[src/rtl/bus_arb_mux.sv]
// Registered bus arbiter/multiplexer with fixed-priority or round-robin grant and bus lock.
// Define BUS_ARB_CONFLICT_CNT_EN to implement the saturating conflict counter.
module bus_arb_mux #(
    parameter int NUM_SRC  = 24,
    parameter int DATA_W   = 32,
    parameter int ARB_MODE = 0,
    localparam int SEL_W   = $clog2(NUM_SRC)
) (
    input  logic                      clock,
    input  logic                      clear_n,
    input  logic [NUM_SRC*DATA_W-1:0] src_data,
    input  logic [NUM_SRC-1:0]        src_out,
    input  logic                      bus_lock,
    output logic [DATA_W-1:0]         bus_out,
    output logic [SEL_W-1:0]          select_out,
    output logic                      bus_valid,
    output logic                      conflict,
    output logic [7:0]                conflict_count
);

    typedef enum logic [1:0] {IDLE, GRANT, LOCKED} state_t;

    state_t              state_q, state_d;
    logic [SEL_W-1:0]    sel_q, sel_d;
    logic [SEL_W-1:0]    rr_ptr_q, rr_ptr_d;
    logic [DATA_W-1:0]   bus_q, bus_d;
    logic                valid_q, valid_d;
    logic                conf_q, conf_d;

    logic                any_req;
    logic                lock_hold;
    logic                rr_found;
    logic [SEL_W-1:0]    win_fp, win_rr, win, pick;
    logic [DATA_W-1:0]   pick_word;

    assign any_req = |src_out;
    assign conf_d  = (src_out & (src_out - 1'b1)) != '0;

    always_comb begin
        win_fp = '0;
        for (int i = 0; i < NUM_SRC; i++) begin
            if (src_out[i]) win_fp = SEL_W'(i);
        end
    end

    // Round-robin search begins just past the last winner and wraps.
    always_comb begin
        int j;
        j        = 0;
        win_rr   = '0;
        rr_found = 1'b0;
        for (int k = 1; k <= NUM_SRC; k++) begin
            j = int'(rr_ptr_q) + k;
            if (j >= NUM_SRC) j = j - NUM_SRC;
            if (!rr_found && src_out[j[SEL_W-1:0]]) begin
                win_rr   = j[SEL_W-1:0];
                rr_found = 1'b1;
            end
        end
    end

    assign win       = (ARB_MODE == 1) ? win_rr : win_fp;
    assign lock_hold = (state_q == LOCKED) && bus_lock && src_out[sel_q];
    assign pick      = lock_hold ? sel_q : win;

    always_comb begin
        pick_word = '0;
        for (int i = 0; i < NUM_SRC; i++) begin
            if (pick == SEL_W'(i)) pick_word = src_data[i*DATA_W +: DATA_W];
        end
    end

    always_comb begin
        state_d  = state_q;
        sel_d    = sel_q;
        rr_ptr_d = rr_ptr_q;
        bus_d    = '0;
        valid_d  = 1'b0;
        if (lock_hold) begin
            state_d = LOCKED;
            bus_d   = pick_word;
            valid_d = 1'b1;
        end else if (any_req) begin
            sel_d    = win;
            rr_ptr_d = win;
            bus_d    = pick_word;
            valid_d  = 1'b1;
            // A lock released this edge re-arbitrates without relocking.
            state_d  = (bus_lock && state_q != LOCKED) ? LOCKED : GRANT;
        end else begin
            state_d = IDLE;
        end
    end

`ifdef BUS_ARB_CONFLICT_CNT_EN
    logic [7:0] cnt_q, cnt_d;

    always_comb begin
        cnt_d = cnt_q;
        if (conf_d && cnt_q != 8'hFF) cnt_d = cnt_q + 8'd1;
    end

    always_ff @(posedge clock or negedge clear_n) begin
        if (!clear_n) cnt_q <= '0;
        else          cnt_q <= cnt_d;
    end

    assign conflict_count = cnt_q;
`else
    assign conflict_count = '0;
`endif

    always_ff @(posedge clock or negedge clear_n) begin
        if (!clear_n) begin
            state_q  <= IDLE;
            sel_q    <= '0;
            rr_ptr_q <= SEL_W'(NUM_SRC - 1);
            bus_q    <= '0;
            valid_q  <= 1'b0;
            conf_q   <= 1'b0;
        end else begin
            state_q  <= state_d;
            sel_q    <= sel_d;
            rr_ptr_q <= rr_ptr_d;
            bus_q    <= bus_d;
            valid_q  <= valid_d;
            conf_q   <= conf_d;
        end
    end

    assign bus_out    = bus_q;
    assign select_out = sel_q;
    assign bus_valid  = valid_q;
    assign conflict   = conf_q;

endmodule

[config.mk]
export PLATFORM = sky130hd
export DESIGN_NAME = bus_arb_mux
export DESIGN_NICKNAME = d
export VERILOG_FILES = /design/src/rtl/bus_arb_mux.sv
export SDC_FILE = /design/constraint.sdc
export NUM_CORES = 1
export LEC_CHECK = 0
export ABC_AREA = 1
export CAP_MARGIN = 30
export CORE_AREA = 2 2 330 332
export CTS_BUF_LIST = sky130_fd_sc_hd__clkbuf_8
export DETAILED_ROUTE_END_ITERATION = 16
export DIE_AREA = 0 0 332 334
export HOLD_SLACK_MARGIN = 0.06
export MAX_ROUTING_LAYER = met4
export PLACE_DENSITY_LB_ADDON = 0.05
export SYNTH_ARGS = -nofsm -noshare
export SYNTH_HDL_FRONTEND = slang
export SYNTH_SLANG_ARGS = --single-unit
[constraint.sdc]
create_clock -name clock -period 3.75 [get_ports clock]
set_input_delay 0.375 -clock clock [delete_from_list [all_inputs] [get_ports clock]]
set_output_delay 0.375 -clock clock [all_outputs]
set_load 0.03 [all_outputs]
### Word-level counts from Yosys, hierarchy flattened

Cells that the tools add are included.

* output and inout bits: 47
* bits in registers: 41
* word-level logic and storage cells: 98

* bitwise gates (word level): 2
* muxes and demuxes: 57
* add/subtract/negate cells: 1
* reduce and logical (&&, ||, !) cells: 7
* $lt $le $gt $ge: 1
* equality and inequality tests: 25

Operators with widths (count)
* 2-to-1 mux 32 bit: 26
* 2-to-1 mux 5 bit: 21
* == test 5 x 4 -> 1 bit, second input constant: 8
* == test 5 bit, second input constant: 8
* AND 24 bit: 1
* nonzero test 24 bit: 1
* OR reduction 24 bit: 1
* subtractor 24 x 1 -> 24 bit, second input constant: 1
* == test 5 x 3 -> 1 bit, second input constant: 4
* == test 5 x 2 -> 1 bit, second input constant: 2
* 2-to-1 mux 2 bit: 5
* < comparator 5 x 6 -> 1 bit, second input constant: 1
* binary-select mux 1 bit (select 5 bit): 1
* == test 5 x 1 -> 1 bit, second input constant: 1
* logical NOT 5 bit: 1
* 2-to-1 mux 1 bit: 4
* logical AND 1 bit: 3
* == test 2 bit, second input constant: 1
* inequality test 2 bit, second input constant: 1
* AND reduction 2 bit: 1
* inverter 1 bit: 1

### Longest topological paths before layout

Gate-level depths: netlist of the first run.

* word-level depth: 51
* depth in mapped cells: 40
* gate-level depth less buffers: 39

### Worst setup path after synthesis of the first run

Ideal clock, no wire load.

* path type: register to register
* start point: register sel_q[0], in the netlist select_out[0]
* end point: register bus_q[16], in the netlist bus_out[16]
* path buffers: 3
* arrival: 3.145 ns
* period minus slack after synthesis: 3.266 ns
* setup slack: 0.484 ns
* stages on the path, launching flop included: 31
* setup time: 0.121 ns
* cells stage by stage: dfrtp_1 > buf_2 > a21oi_1 > o21ai_1 > nand3_1 > a21oi_1 > o21ai_2 > nand3_4 > nand3_2 > inv_2 > o21ai_2 > o21ai_2 > nor2_2 > inv_1 > nor2_1 > buf_4 > buf_4 > nand3_1 > nand2_1 > nor2_1 > nand4_1 > nand2_1 > nand4_1 > nand2_1 > nand4_1 > nor2_1 > nand4_1 > nor2_1 > nand4_1 > nor2_1 > nor2_1

* longest elaborated chain between the ends: 31
* elaborated cells between the ends (all ways): 54
* those cells by class: eq/ne: 23; mux: 29; reduce/logical: 2

Ends and longest elaborated chain
* from (decl): line 24 `logic [SEL_W-1:0] sel_q, sel_d;`
* from (signal assigned): line 123 `sel_q <= sel_d;`
* binary-select mux 1 bit (select 5 bit): line 63 `assign lock_hold = (state_q == LOCKED) && bus_lock && src_out[sel_q];`
* 2-to-1 mux 1 bit (not written as such): line 63
* logical AND 1 bit: line 63
* 2-to-1 mux 5 bit: line 64 `assign pick = lock_hold ? sel_q : win;`
* logical NOT 5 bit: line 69 `if (pick == SEL_W'(i)) pick_word = src_data[i*DATA_W +: DATA_W];`
* 2-to-1 mux 32 bit (24 in series): line 69
* 2-to-1 mux 32 bit: line 83 `end else if (any_req) begin`
* 2-to-1 mux 32 bit (*): line 79 `if (lock_hold) begin`
* via bus_d[16]: line 26 `logic [DATA_W-1:0] bus_q, bus_d;`
* to (signal assigned): line 125 `bus_q <= bus_d;`
* to (decl): line 26

Mark *: on every way through the listed nets, which the timed path passes. The rest lies on a longest branch. The select of a mux whose other input is x is not followed.
A chain may end at the register's enable or synchronous reset.

### Worst setup path after layout of the first run

* start point: register sel_q[0], in the netlist select_out[0]
* end point: register bus_q[8], in the netlist bus_out[8]

The elaborated chain is that of the path after synthesis.

==> results by group, run 1 <==
Setup path
  – Crit Path Max Fanout: 6
  – Max incr delay on CP: ~500 ps
  – Bufs and invs on worst path: 9
  – Arr. time, crit path: around 4900 ps
  – Crit-path slowest cell: dfrtp_2
  – CP most frequent cell: nand4_1
  – Element type at the critical path start: register
  – Crit end category: register
  – CP delay by family, top: simple AND/OR/NAND/NOR gates
  – Worst Path Required: just under 4000 ps
  – Crit. Startpoint: select_out[0]
  – Crit Path Class: reg -> reg
  – Reg2Reg Launch Point: select_out[0]

Route
  – DR WL met3: around 6700 um
  – WL met1: 43600 um
  – Vias per cell: around 3.7
  – Starting DRT DRC Count: between 700 and 800
  – Vias post-DR: between 15000 and 20000
  – Post-route DRC violation count: 0
  – Highest Signal Layer: met4
  – Wirelength per Cell: around 25 um
  – Met2 WL: approximately 56000 um
  – DRT Pass-1 Iters: 5
  – WL final: around 110000 um
  – DRT antenna net count: 0

Global route
  – Largest net degree at the start of global routing: 46
  – Total grt overflow: 0
  – Vias in the first global route: approximately 17000
  – First-pass GRT wire length: about 140000 um
  – GRT Overall Usage: about a fifth
  – Antenna violations before repair: between 40 and 50

Power
  – PwrDens: 133 nW/um^2
  – Total chip power: between 3 and 4 mW
  – P_leak: between 9 and 10 nW
  – Worst vdd rail ir drop: 0.0952 mV

Finish
  – Layout cells sized above 1: a little over a fifth
  – Most common cell after layout, fill and taps aside: clkdlybuf4s50_1
  – Commonest non-fill, non-tap cells in the layout: clkdlybuf4s50_1 (829), nand2_1 (547), nor2_1 (210), buf_4 (210), inv_1 (194)
  – Final Net Count: between 3000 and 4000
  – P&R area growth vs syn: 160%
  – Filler cell count: between 10000 and 15000

Clock tree
  – Clock latency on the worst-skew pair: 330 ps
  – CTS tree: yes
  – Clock-pin slew on the worst setup and hold paths: 100 ps
  – Cts bufs inserted: 5
  – Clk root buf: clkbuf_8
  – H-Tree Depth: 2
  – CTS Buffer Depth: 2
  – Sink Count: between 40 and 50

STA
  – Slew headroom: just under 50%
  – Worst Tran Pin Value: 759 ps
  – Setup skew after layout: roughly 9.5 ps
  – RSZ-0062 raised after global routing: true
  – Hold Slack: approximately 530 ps
  – Final Hold Viols: 0
  – FMAX: 214 MHz
  – Final setup fails: 32
  – Tcrit/Tclk final: 125%
  – Setup WS post-layout: -927 ps
  – Post-route setup TNS: -19280 ps
  – Fin crit period: about 4700 ps
  – Final Slew Violations: 0

Outcome
  – Status: finished with violations
  – Violated checks: setup timing

Job
  – Maxcap violations: 0

Placed design
  – Post-DP HPWL: 94500 um
  – Final Wtd Congestion: approximately 0.90
  – I/O Buffers: between 800 and 900

Synthesis
  – Post-synth EDFFs: 0
  – Syn Inst Count: approximately 1800
  – Post-synthesis sequential area ratio: between 10% and 20%
  – Post-synth ARST share: 100%
  – Cell Area, Synth: 8750 sq um
  – Average cell area after synthesis: ~4.9 sq um
  – #FFs+latches synth: between 40 and 50
  – Top FF cell, synth: dfrtp_1
  – Synth unique cells: 40
  – Synthesis Warnings: 0

Floorplan
  – Cell Rows: around 120
  – Initial Util: 8.12%
  – Area of the core: approximately 110000 sq um
  – Die footprint: between 100000 and 150000 sq um
  – Chip height: between 300 and 400 um
  – # IOs: roughly 840
  – Die Wd: 332 um

Worst hold path
  – Hold Crit Class: in -> async
==> per-layer routing <==
layer | up-vias | GRT usage, %
met5 | - | -
met4 | 0 | 1.14
met3 | 29 | 4.51
met2 | 513 | 35.4
met1 | 7646 | 21.7
li1 | 7868 | -
==> stage by stage <==
step                      util (%)  worst slack (ps)  area (sq um)  std cells
final                         21.1              -927         22700       4296
after global routing          21.1             -1140         22700       4290
after detailed placement      19.4             -1650         20900       4214
after CTS                     20.7             -1060         22400       4249
after floorplan                  -               484          8780       1790
after global placement        19.4             -1710         20900       4213
==> cells in the mapped netlist (2+ instances only) <==
library cell,count,area [sq um]
nand2_1,627,2350
nand3_2,5,50.1
buf_1,4,15.0
inv_1,198,743
or2_1,9,56.3
clkbuf_1,61,229
nor4_1,2,12.5
or2_2,51,319
buf_2,21,105
or2_0,15,93.8
o41ai_1,2,17.5
a21oi_4,2,32.5
nand4_1,168,1050
inv_2,18,67.6
nor2_4,4,45.0
o21ai_1,7,35.0
a21oi_1,108,541
o21ai_0,38,190
nor2_1,271,1020
dfrtp_1,41,1030
nor2_2,5,31.3
o21ai_2,5,43.8
buf_4,12,90.1
nor3_1,4,20.0
nand3_1,90,450
==> logic make-up (layout without fill, tap and decap cells) <==
logic type	after synthesis	in the layout	share of synthesized area, %
AO/OA/AOI/OAI	170	170	10.5
buffers and inverters	315	1370	14.3
flip-flops	41	41	11.7
other	1	45	0.0428
AND/OR/NAND/NOR	1256	1256	63.4
==> power by group <==
group,switching [mW],internal [mW],total [mW]
Combinational,0.930,1.19,2.12
Clock,0.210,0.145,0.355
Sequential,0.0324,0.527,0.559
Total,1.17,1.86,3.03
==> worst paths after layout <==
path                                  to  slack [ps]  cells past startpoint
setup / recovery              bus_out[8]        -930                     32
hold reg to reg               state_q[1]         690                      4
max in group asynchronous  select_out[0]        2430                      4
min in group clock            state_q[1]         660                      3
setup reg to reg              bus_out[8]        -930                     32
hold / removal               bus_out[17]         530                      2
==> area by class of cell <==
cell class,instances,area (sq um),area share (%)
well taps,1414,1770,7.78
clock buffers,6,82.6,0.363
repair buffers,1145,11400,50.2
diodes,37,92.6,0.407
clock inverters,1,3.75,0.0165
inverters,217,832,3.66
repair inverters,1,7.51,0.0330
flip-flops and latches,41,1030,4.52
multi-input cells,1434,7500,33.0
==> flip-flops by register name (all words and copies together), names as in the netlist <==
signal	count
bus_out	32
select_out	5
state_q	2
bus_valid	1
conflict	1
==> what timing repair did <==
| action | CTS | global route |
|---|---|---|
| endpoints found under the hold margin | 13 | 0 |
| hold buffers | 1 | 0 |
| pin swaps | 197 | 154 |
| buffers inserted | 33 | 10 |
| gates cloned | 4 | 0 |
| gates resized for setup | 291 | 60 |
| endpoints found under the setup margin | 32 | 32 |
(Power assumes the default switching activity.)
==> run 2: changes to the inputs <==
- GPL_ROUTABILITY_DRIVEN: unset -> 0
- RECOVER_POWER: unset -> 100
==> run 2 against run 1 <==
Net effect: the run ends with capacitance limit, slew limit, setup timing left; clock power is 2% lower; hold slack better by 68 ps; register-to-register slack better by 150 ps; clock skew is 0.66 ps higher; critical path type unchanged; largest power group unchanged.
==> results by group, run 2 (synthesized netlist as in run 1, its figures left out) <==
Outcome
  – Status: finished with violations
  – Violated checks: capacitance limit, slew limit, setup timing

Finish
  – Max FFs per register: 32 (unchanged)
  – Post-Layout Cell Count: 4317 (+0.49%)
  – Layout cells sized above 1: 22.7% (+1.2 points)
  – Commonest non-fill, non-tap cells in the layout: clkdlybuf4s50_1 (788), nand2_1 (549), buf_4 (225)
  – Final Net Count: 3656 (+0.44%)
  – Finished Core Util: 21.3% (+0.20 points)
  – Most common cell after layout, fill and taps aside: clkdlybuf4s50_1
  – P&R area growth vs syn: 162%
  – Filler cell count: 12400 (+0.22%)

STA
  – Hold Slack: 596 ps (+67.9 ps)
  – Final setup fails: 32 (unchanged)
  – Final Slew Violations: 24 (+24)
  – RSZ-0062 raised after global routing: true
  – Tcrit/Tclk final: 121% (-4.1 points)
  – Post-route setup TNS: -16060 ps (+3220 ps)
  – Slew headroom: -35.7% (-84 points)
  – Worst Tran Pin Value: 2040 ps (+1280 ps)
  – Setup WS post-layout: -775 ps (+152 ps)
  – FMAX: 221 MHz (+3.4%)
  – Setup skew after layout: 10.2 ps (+0.662 ps)
  – Final Hold Viols: 0 (unchanged)
  – Fin crit period: 4530 ps (-152 ps)

Power
  – Worst vdd rail ir drop: 0.123 mV (+29%)
  – PwrDens: 131 nW/um^2 (-1.7%)
  – P_leak: 9.56 nW (+0.94%)

Clock tree
  – Clock latency on the worst-skew pair: 340 ps (about the same)
  – CTS Buffer Depth: 2 (unchanged)
  – H-Tree Depth: 2 (unchanged)
  – Clock-pin slew on the worst setup and hold paths: 110 ps (about the same)
  – Cts bufs inserted: 5 (unchanged)
  – Clk root buf: clkbuf_8
  – Sink Count: 41 (unchanged)
  – CTS tree: yes

Floorplan
  – Die Wd: 332 um (unchanged)
  – Area of the core: 108000 sq um (unchanged)
  – Die footprint: 111000 sq um (unchanged)
  – # IOs: 842 (unchanged)
  – Cell Rows: 121 (unchanged)
  – Initial Util: 8.12% (unchanged)
  – Chip height: 334 um (unchanged)

Setup path
  – Arr. time, crit path: 4750 ps (-150 ps)
  – Crit Path Class: reg -> reg
  – Register-to-Register Path Depth: 29 (-9.4%)
  – Crit end category: register
  – Reg2Reg Setup Slack: -780 ps (+150 ps)
  – Max incr delay on CP: 450 ps (-40 ps)
  – CP most frequent cell: nand4_1
  – RR Endpoint: bus_out[4]
  – Worst Path Required: 3980 ps (about the same)
  – Crit Path Max Fanout: 16 (+10)
  – Reg2Reg Launch Point: select_out[0]
  – Element type at the critical path start: register
  – Crit-path slowest cell: dfrtp_2

Placed design
  – Pre-CTS setup slack: -1670 ps (-17.5 ps)
  – Post-DP HPWL: 92600 um (-2.0%)
  – Dpl cells: 4208 (-0.14%)
  – I/O Buffers: 833 (unchanged)

Route
  – Starting DRT DRC Count: 766 (+8.7%)
  – DRT antenna net count: 0 (unchanged)
  – Wirelength per Cell: 24.5 um (-1.6%)
  – WL final: 106000 um (-1.2%)
  – Vias per cell: 3.71 (-0.61%)
  – Vias post-DR: 16000 (-0.12%)
  – DRT Pass-1 Iters: 5 (unchanged)
  – Post-route DRC violation count: 0 (unchanged)

Global route
  – GRT Overall Usage: 18.9% (-0.23 points)
  – Total grt overflow: 0 (unchanged)
  – Largest net degree at the start of global routing: 46 (unchanged)
  – Vias in the first global route: 17500 (+0.60%)
  – Antenna violations before repair: 48 (+9.1%)
  – First-pass GRT wire length: 141000 um (-1.2%)

Job
  – Maxcap violations: 1 (+1)

Worst hold path
  – Hold Crit Class: in -> async
## run 2: cell types whose count changed in the layout (fill, tap and decap cells not counted), sizes merged, moves of 2 or more
cell,delta
clkdlybuf4s50,-41
clkinv,+3
clkbuf,+2
buf,+14
diode,+4
dlygate4sd3,+39
## run 2: timing repair
item | CTS | global route
gates cloned | 4 | 0
hold buffers | 0 | 0
setup endpoints to repair | 32 | 32
gates resized for setup | 294 | 96
pin swaps | 200 | 223
setup buffers | 48 | 24
## run 2: area by class of cell
class / instances / area, sq um / share of cell area (%)
Sequential cell: 41 / 1030 / 4.47
Timing Repair Buffer: 1161 / 11500 / 50.2
Inverter: 217 / 840 / 3.66
Antenna cell: 41 / 103 / 0.447
Clock inverter: 3 / 13.8 / 0.0600
Timing Repair inverter: 1 / 7.51 / 0.0327
Clock buffer: 5 / 68.8 / 0.300
Multi-Input combinational cell: 1434 / 7590 / 33.1
Tap cell: 1414 / 1770 / 7.71
## run 2: worst max path at each step
stage                        to  slack, ps  depth (start not counted)           from
floorplan           bus_out[16]        480                         30  select_out[0]
finish               bus_out[4]       -780                         29  select_out[0]
detailed placement  bus_out[31]      -1670                         30    src_out[23]
global placement    bus_out[31]      -1690                         31     src_out[2]
global route        bus_out[16]      -1040                         31  select_out[0]
CTS                 bus_out[31]       -930                         31  select_out[0]
## run 2: critical path: cells and delay by family, from the launching register on
kind	cells	cell delay, ps
simple gates	18	2560
buf+inv	6	860
compound gates	5	510
flops	1	450
## run 2: per-stage QoR
| step | cell area (sq um) | power (mW) |
|---|---|---|
| 2_1_floorplan | 8780 | 1.15 |
| 3_3_place_gp | 20800 | 2.65 |
| 3_5_place_dp | 20800 | 2.63 |
| 4_1_cts | 22400 | 3.09 |
| 5_1_grt | 23000 | 3.21 |
| 6_report | 23000 | 3.01 |
## run 2: per-layer routing
| layer | vias to the layer above | part of all wire [%] | GRT usage, % |
|---|---|---|---|
| met3 | 51 | 6.1 | 4.75 |
| met5 | - | 0 | - |
| met4 | 0 | 1.3 | 3.01 |
| met1 | 7542 | 41 | 21.2 |
| li1 | 7900 | - | - |
| met2 | 543 | 52 | 34.1 |
## run 2: power breakdown
part | total, mW | switching (mW) | internal, mW
clock network | 0.348 | 0.220 | 0.128
logic | 2.11 | 0.938 | 1.17
registers | 0.555 | 0.0292 | 0.526
